$ cat src/rtl/varredor_de_registradores.sv
// Register-file scanner: samples one register through the board read port and shows it on eight
// seven-segment digits. Define VARREDOR_AUTO_SCAN_EN to build in the auto-scan mode.
module varredor_de_registradores #(
  parameter int unsigned DWELL_CYCLES = 50000000
) (
  input  logic        vr_in_clk,
  input  logic        vr_in_rst_n,
  input  logic [4:0]  vr_in_SW,
  input  logic        vr_in_auto,
  input  logic        vr_in_hold,
  input  logic [31:0] vr_in_data,
  output logic [4:0]  vr_out_sel,
  output logic [6:0]  vr_out_hex0,
  output logic [6:0]  vr_out_hex1,
  output logic [6:0]  vr_out_hex2,
  output logic [6:0]  vr_out_hex3,
  output logic [6:0]  vr_out_hex4,
  output logic [6:0]  vr_out_hex5,
  output logic [6:0]  vr_out_hex6,
  output logic [6:0]  vr_out_hex7,
  output logic [4:0]  vr_out_ledr,
  output logic        vr_out_valid
);

  typedef enum logic [1:0] {ST_SEL, ST_WAIT, ST_CAP, ST_DWELL} state_t;

  localparam logic [26:0] LAST_CNT = 27'(DWELL_CYCLES - 1);

  state_t      r_state;
  state_t      w_nextState;
  logic [4:0]  r_swMeta;
  logic [4:0]  r_swSync;
  logic        r_holdMeta;
  logic        r_holdSync;
  logic [26:0] r_cnt;
  logic [31:0] r_shadow;
  logic        r_blank;
  logic        w_auto;
  logic [4:0]  w_nextSel;
  logic        w_swChange;
  logic        w_cntDone;

  always_ff @(posedge vr_in_clk or negedge vr_in_rst_n) begin
    if (!vr_in_rst_n) begin
      r_swMeta   <= '0;
      r_swSync   <= '0;
      r_holdMeta <= 1'b0;
      r_holdSync <= 1'b0;
    end else begin
      r_swMeta   <= vr_in_SW;
      r_swSync   <= r_swMeta;
      r_holdMeta <= vr_in_hold;
      r_holdSync <= r_holdMeta;
    end
  end

`ifdef VARREDOR_AUTO_SCAN_EN
  logic r_autoMeta;
  logic r_autoSync;
  logic r_first;

  always_ff @(posedge vr_in_clk or negedge vr_in_rst_n) begin
    if (!vr_in_rst_n) begin
      r_autoMeta <= 1'b0;
      r_autoSync <= 1'b0;
      r_first    <= 1'b1;
    end else begin
      r_autoMeta <= vr_in_auto;
      r_autoSync <= r_autoMeta;
      if (r_state == ST_SEL)
        r_first <= 1'b0;
    end
  end

  assign w_auto    = r_autoSync;
  // Auto mode steps from whatever is displayed, so manual -> auto continues from there.
  assign w_nextSel = !w_auto ? r_swSync : (r_first ? 5'd0 : vr_out_ledr + 5'd1);
`else
  logic w_unusedAuto;
  assign w_unusedAuto = vr_in_auto;
  assign w_auto       = 1'b0;
  assign w_nextSel    = r_swSync;
`endif

  assign w_swChange = !w_auto && (r_swSync != vr_out_ledr);
  assign w_cntDone  = (r_cnt == LAST_CNT);

  always_ff @(posedge vr_in_clk or negedge vr_in_rst_n) begin
    if (!vr_in_rst_n)
      r_state <= ST_SEL;
    else
      r_state <= w_nextState;
  end

  always_comb begin
    w_nextState = r_state;
    case (r_state)
      ST_SEL:   w_nextState = ST_WAIT;
      ST_WAIT:  w_nextState = ST_CAP;
      ST_CAP:   w_nextState = ST_DWELL;
      ST_DWELL: if (!r_holdSync && (w_swChange || w_cntDone)) w_nextState = ST_SEL;
      default:  w_nextState = ST_SEL;
    endcase
  end

  always_ff @(posedge vr_in_clk or negedge vr_in_rst_n) begin
    if (!vr_in_rst_n) begin
      vr_out_sel   <= '0;
      vr_out_ledr  <= '0;
      vr_out_valid <= 1'b0;
      r_shadow     <= '0;
      r_blank      <= 1'b1;
      r_cnt        <= '0;
    end else begin
      case (r_state)
        ST_SEL: vr_out_sel <= w_nextSel;
        ST_CAP: begin
          r_shadow     <= vr_in_data;
          vr_out_ledr  <= vr_out_sel;
          vr_out_valid <= 1'b1;
          r_blank      <= 1'b0;
        end
        ST_DWELL: begin
          // Hold freezes the counter and the switch-change detection together.
          if (!r_holdSync) begin
            if (w_swChange || w_cntDone) begin
              r_cnt <= '0;
              if (w_swChange)
                vr_out_valid <= 1'b0;
            end else begin
              r_cnt <= r_cnt + 27'd1;
            end
          end
        end
        default: ;
      endcase
    end
  end

  function automatic logic [6:0] hexFont(input logic [3:0] n);
    hexFont = 7'h7F;
    case (n)
      4'h0: hexFont = 7'b1000000;
      4'h1: hexFont = 7'b1111001;
      4'h2: hexFont = 7'b0100100;
      4'h3: hexFont = 7'b0110000;
      4'h4: hexFont = 7'b0011001;
      4'h5: hexFont = 7'b0010010;
      4'h6: hexFont = 7'b0000010;
      4'h7: hexFont = 7'b1111000;
      4'h8: hexFont = 7'b0000000;
      4'h9: hexFont = 7'b0010000;
      4'hA: hexFont = 7'b0001000;
      4'hB: hexFont = 7'b0000011;
      4'hC: hexFont = 7'b1000110;
      4'hD: hexFont = 7'b0100001;
      4'hE: hexFont = 7'b0000110;
      4'hF: hexFont = 7'b0001110;
      default: hexFont = 7'h7F;
    endcase
  endfunction

  // Digits come straight from the captured shadow; blank until the first capture after reset.
  assign vr_out_hex0 = r_blank ? 7'h7F : hexFont(r_shadow[3:0]);
  assign vr_out_hex1 = r_blank ? 7'h7F : hexFont(r_shadow[7:4]);
  assign vr_out_hex2 = r_blank ? 7'h7F : hexFont(r_shadow[11:8]);
  assign vr_out_hex3 = r_blank ? 7'h7F : hexFont(r_shadow[15:12]);
  assign vr_out_hex4 = r_blank ? 7'h7F : hexFont(r_shadow[19:16]);
  assign vr_out_hex5 = r_blank ? 7'h7F : hexFont(r_shadow[23:20]);
  assign vr_out_hex6 = r_blank ? 7'h7F : hexFont(r_shadow[27:24]);
  assign vr_out_hex7 = r_blank ? 7'h7F : hexFont(r_shadow[31:28]);

endmodule

$ cat config.mk
export PLATFORM = sky130hd
export DESIGN_NAME = varredor_de_registradores
export DESIGN_NICKNAME = d
export VERILOG_FILES = /design/src/rtl/varredor_de_registradores.sv
export SDC_FILE = /design/constraint.sdc
export NUM_CORES = 1
export LEC_CHECK = 0
export BUFFER_PORTS_ARGS = -buffer_cell sky130_fd_sc_hd__buf_2
export CAP_MARGIN = 40
export CELL_PAD_IN_SITES_DETAIL_PLACEMENT = 0
export CELL_PAD_IN_SITES_GLOBAL_PLACEMENT = 1
export CORE_MARGIN = 4
export CORE_UTILIZATION = 46
export DETAILED_ROUTE_END_ITERATION = 10
export HOLD_SLACK_MARGIN = 0.05
export PLACE_DENSITY = 0.92
export SLEW_MARGIN = 20
export SYNTH_ARGS = -nofsm -noshare
export SYNTH_HDL_FRONTEND = slang
export SYNTH_SLANG_ARGS = --single-unit
$ cat constraint.sdc
create_clock -name vr_in_clk -period 5.65 [get_ports vr_in_clk]
set_clock_uncertainty 0.2 [all_clocks]
set_input_delay 1.13 -clock vr_in_clk [delete_from_list [all_inputs] [get_ports vr_in_clk]]
set_output_delay 1.13 -clock vr_in_clk [all_outputs]
set_load 0.02 [all_outputs]
* Word level (Yosys, flattened, before mapping)
Memories as Yosys holds them, arrays and structs flattened.
Index checks and enable logic that the tools add are counted.
** Cells by class
- $add $sub $neg :: 1
- Eq/ne operators :: 9
- Mux-type cells :: 15
- Bitwise operators :: 1
- Reductions and logical operators :: 7
** Operator list (number)
- two-way mux 7 bit :: 8
- adder 27 x 1 -> 27 bit, second input constant :: 1
- == test 27 x 26 -> 1 bit, second input constant :: 1
- two-way mux 27 bit :: 1
- != test 2 bit, second input constant :: 4
- one-hot mux 2 bit (4 select lines) :: 1
- != test 5 bit :: 1
- == test 2 bit, second input constant :: 2
- AND reduction 4 bit :: 1
- two-way mux 1 bit :: 3
- == test 2 x 1 -> 1 bit, second input constant :: 1
- logical NOT 2 bit :: 1
- two-way mux 2 bit :: 1
- one-hot mux 1 bit (2 select lines) :: 1
- AND reduction 2 bit :: 1
- nonzero test 2 bit :: 1
- logical AND 1 bit :: 1
- logical NOT 1 bit :: 1
- logical OR 1 bit :: 1
- NOT 1 bit :: 1
** Storage, ports and cells
- Register bits :: 85
- ROM bits :: 896
- Output and inout bits :: 67
- Memories kept :: 8
** Memory list
- (no name shown) :: depth 16, bits a word 7, rd ports 1, clocked after memory_dff 0, write ports 0, line 142 : case (n)
- (no name shown) :: depth 16, bits a word 7, rd ports 1, clocked after memory_dff 0, write ports 0, line 142
- (no name shown) :: depth 16, bits a word 7, rd ports 1, clocked after memory_dff 0, write ports 0, line 142
- (no name shown) :: depth 16, bits a word 7, rd ports 1, clocked after memory_dff 0, write ports 0, line 142
- (no name shown) :: depth 16, bits a word 7, rd ports 1, clocked after memory_dff 0, write ports 0, line 142
- (no name shown) :: depth 16, bits a word 7, rd ports 1, clocked after memory_dff 0, write ports 0, line 142
- +2 memories

* Longest topological paths before layout
- Depth in word-level cells :: 5
- Mapped depth :: 8
- Depth with buffers taken out :: 6

* Worst setup path after synthesis
Ideal clock, no wire load.
- Path type :: register to output
- From :: reg r_shadow[9]
- To :: out vr_out_hex2[0]
- Arrival :: 1.680 ns
- Data required time :: 4.320 ns
- Setup slack :: 2.640 ns
- Stages on the path, launching flop included :: 5
- Buffers on the path :: 0
- Path through :: dfrtp_1 > inv_1 > ha_1 > nor2b_1 > o311ai_0
** On the way
- Cells in the longest elaborated chain, start to end :: 2
** RTL lines
- from (decl) :: line 36 : logic [31:0] r_shadow;
- from (signal assigned) :: line 118 : r_shadow <= vr_in_data;
- memory (16 x 7 bit)
- two-way mux 7 bit :: line 166 : assign vr_out_hex2 = r_blank ? 7'h7F : hexFont(r_shadow[11:8]);
- to (decl) :: line 15 : output logic [6:0] vr_out_hex2,
No other way between the ends.

* Worst setup path after layout
- From :: reg r_blank
- To :: out vr_out_hex0[0]
** On the way
- Cells in the longest elaborated chain, start to end :: 1
** RTL lines
- from (decl) :: line 37 : logic r_blank;
- from (signal assigned) :: line 112 : r_blank <= 1'b1;
- from (signal assigned) :: line 121 : r_blank <= 1'b0;
- two-way mux 7 bit :: line 164 : assign vr_out_hex0 = r_blank ? 7'h7F : hexFont(r_shadow[3:0]);
- to (decl) :: line 13 : output logic [6:0] vr_out_hex0,
No other way between the ends.

==> reports/results.md <==
Clock network
* 9 — TritonCTS buffer count
* 0 — buffers inserted during post-CTS setup optimization
* 3 — H-tree depth
* 0.35 ns — clock latency of the later-clocked register in the worst-skew pair
* 85 — Num Clock Sinks
* built — TritonCTS clock tree
* 0 — CTS hold repair buffers
* 0 — post-cts sizing count
* sky130_fd_sc_hd__clkbuf_16 — root buffer selected by CTS
* 2 — buffers from clock root to sink, at most
* 0.06 ns — clock input transition at the sequential cells of the worst setup and hold paths

Power
* 3.08 nW — leakage power figure
* 16.3% — clock network fraction of design power
* 1.92 mW — power dissipated by switching net loads
* 610 nW/um2 — Pwr Density
* 2.08 mW — Cell Int Power
* 27.0% — register share of total power
* 48.0% — switch share
* 0.000369 V — Worst VDD drop
* 4.01 mW — total power draw
* 56.7% — share of total power in combinational logic

Synthesis
* 613 — post-synthesis instance total
* sky130_fd_sc_hd__dfrtp_1 (37%), sky130_fd_sc_hd__ha_1 (12%), sky130_fd_sc_hd__o21ai_0 (4.9%) — Synth area leaders
* 9.19 um2 — Avg Synthesized Cell Area
* 5630 um2 — Post-Synthesis Cell Area
* 85 — #FFs+latches synth
* 37.8% — post-synthesis sequential area ratio
* 707 — Net Count, Synth
* sky130_fd_sc_hd__dfrtp_1 — post-synthesis cell type with the largest combined area
* 0 — number of synthesis warnings
* 39 — distinct cell type count of the synthesized netlist
* 37.3% — share of the synthesized area in the top cell type

Global route
* 0 — GRT overflow
* 31.1% — met2 Resource Use GR
* 21.5 mm — global-route wire length before repair
* 60 — maximum number of pins on one net before global-route repair
* 4642 — vias in the first global route
* 18.3% — overall track demand over capacity in global routing
* 23.1% — GRT met1 Usage
* met2 — highest-utilization routing layer at the global route stage
* 4.26% — met3 global-route usage
* 1 — antenna violations before repair

Setup path
* flop — Setup crit start kind
* reg -> out — type of the setup path with the least slack
* r_cnt[8] — origin of the critical flop-to-flop path
* 3 — number of cells on the critical path
* 2 — worst path buffer plus inverter count
* 2.94 ns — Reg2Reg Setup Slack
* 1.02 ns — delay contributed by the slowest stage of the critical path
* r_cnt[21] — Reg-to-Reg End
* flip-flops — delay-heaviest family, CP
* 38 — Crit Path Max Fanout
* 2.44 ns — signal arrival time at the worst endpoint
* output port — type of destination of the critical path
* r_blank — worst setup path startpoint
* sky130_fd_sc_hd__dfstp_2 — Worst path slowest cell
* 5 — worst r2r path cells
* 4.32 ns — data required time at the worst endpoint
* inv_1, o311ai_0, buf_2 — series of cell instances along the critical path

Timing
* 0 — Final Setup Violations
* 0 — max-slew violation total from the final report
* 3.77 ns — shortest clock period the worst path allows after layout
* 0 — Hold Fails Final Rpt
* 0.743 ns — Worst Max-Slew Pin Slew
* 266 MHz — Highest Clock Rate
* 66.7% — fraction of the cycle the final worst path needs
* 0 ns — summed negative setup slack over all endpoints
* false — setup repair after global routing missed its margin
* 50.5% — slew margin rel.

Floorplan
* 12000 um2 — area inside the core boundary
* 119 um — die span in y
* 46.9% — initial cell density of the core
* 40 — number of placement rows
* 108 — number of top-level design ports
* 119 um — width of the die
* 14100 um2 — area of the die

Cells and area
* 16.6% — area grow syn2layout
* 2130 um2 — Reg area
* 790 — fin nets
* 6570 um2 — final cell area excluding filler cells
* 1082 — number of fill cells
* 22.4% — proportion of layout cells with a drive suffix above 1
* 849 — non-filler cells, final
* 3210 um2 — area of combinational cells with multiple inputs

Placed design
* 8.85 mm — post-detailed-placement half-perimeter wirelength
* 106 — count of input and output buffers
* 0.880 — Final Wtd Congestion
* 831 — cell count after placement
* 6210 um2 — post-placement cell area

Outcome
* finished, final reports clean — result of the run

Route
* 0 — antenna-violating nets left
* 0 — final routed DRC violation total
* 12.6 mm — overall routed net length
* 4728 — via count of the routed design
* 354 — 1st-iter DRT viols
* 14.8 um — wire length per cell after detailed routing
* 5 — number of detailed-routing iterations run before antenna repair
* 5.57 — routed via count divided by cell count

Hold path
* reg -> reg — worst min-delay path class
* r_swMeta[0] — Hold Crit Start
* r_swSync[0] — terminating pin of the worst hold path
* 0 — Hold Path Depth

Run
* 0 — number of violations of the max-capacitance limit

==> through the flow <==
stage / util (%) / worst slack [ns] / hold WS (ns)
3_5_place_dp: 51.7 / 2.25 / 0.136
2_1_floorplan: - / 2.64 / 0.131
6_report: 54.7 / 1.88 / 0.148
4_1_cts: 54.5 / 1.87 / 0.151
5_1_grt: 54.7 / 1.72 / 0.159
3_3_place_gp: 51.7 / 2.25 / 0.134
==> cell type report <==
| cell class | instances | area share [%] |
|---|---|---|
| clock inverters | 7 | 1.58 |
| repair buffers | 110 | 8.77 |
| well taps | 147 | 2.80 |
| inverters | 37 | 2.12 |
| flip-flops and latches | 85 | 32.4 |
| multi-input cells | 453 | 48.9 |
| diodes | 1 | 0.0381 |
| clock buffers | 9 | 3.43 |
==> how the worst max path moves through the flow <==
stage / to / slack, ns
2_1_floorplan: vr_out_hex2[0] / 2.64
3_3_place_gp: vr_out_hex0[0] / 2.25
3_5_place_dp: vr_out_hex0[0] / 2.25
4_1_cts: vr_out_hex0[0] / 1.87
5_1_grt: vr_out_hex0[0] / 1.72
6_report: vr_out_hex0[0] / 1.88
==> power by group through the flow <==
stage	clock network, mW	logic [mW]	registers, mW
2_1_floorplan	0	1.73	0.971
3_3_place_gp	0	2.22	1.08
3_5_place_dp	0	2.26	1.09
4_1_cts	0.669	2.27	1.08
5_1_grt	0.694	2.50	1.13
6_report	0.655	2.27	1.08
==> synth_stat cells, drive strengths merged <==
cell type and instances:
a2111oi 1, mux4 1, nor2 52, and4 5, and3b 1, clkbuf 28
o22ai 4, or2 1, nand3b 1, mux2i 15, a21oi 8, o311ai 12
ha 53, xor2 7, nor2b 10, buf 10, a221o 15, xnor2 17
a31o 1, nand2b 22, nand4 10, mux2 24, dfrtp 84, a31oi 20
dfstp 1, nor3 14, o211ai 15, or4 1, nand3 19, a21boi 7
o21ai 55, and3 6, nand2 52, a21o 1, nor4 3, inv 37
==> cells in the final DEF (no fill, tap or decap), drive strengths merged, types with 2 or more instances in the layout <==
cell / instances
nor2b: 10
nand2: 52
a31oi: 20
inv: 41
nand4: 10
o211ai: 15
o22ai: 4
a221o: 15
and3: 6
nor4: 3
a21oi: 8
xor2: 7
ha: 53
nor2: 52
buf: 110
nand2b: 22
nand3: 19
dfrtp: 84
o21ai: 55
bufinv: 2
o311ai: 12
and4: 5
nor3: 14
xnor2: 17
clkbuf: 9
a21boi: 7
mux2i: 15
mux2: 24
==> state kept, by name, indices dropped and copies added, names as in the netlist, 2 cells and up <==
signal	flops
vr_out_ledr	5
r_swMeta	5
r_swSync	5
r_shadow	32
r_state	2
r_cnt	27
vr_out_sel	5
==> cells by family (layout without fill, tap and decap cells) <==
| group | Yosys count | after routing | synth area share, % |
|---|---|---|---|
| simple gates | 197 | 197 | 16.8 |
| xor+xnor | 24 | 24 | 3.73 |
| mux | 40 | 40 | 7.86 |
| buf+inv | 75 | 163 | 5.31 |
| other cells | 0 | 1 | 0 |
| compound gates | 139 | 139 | 16.7 |
| fa+ha+maj | 53 | 53 | 11.8 |
| flops | 85 | 85 | 37.8 |
==> layer usage <==
layer | vias up | wire (um)
li1 | 2324 | -
met1 | 2260 | 5430
met2 | 134 | 6260
met3 | 10 | 715
met4 | 0 | 153
met5 | - | 0
No activity file was read; power rests on OpenSTA's default activity.
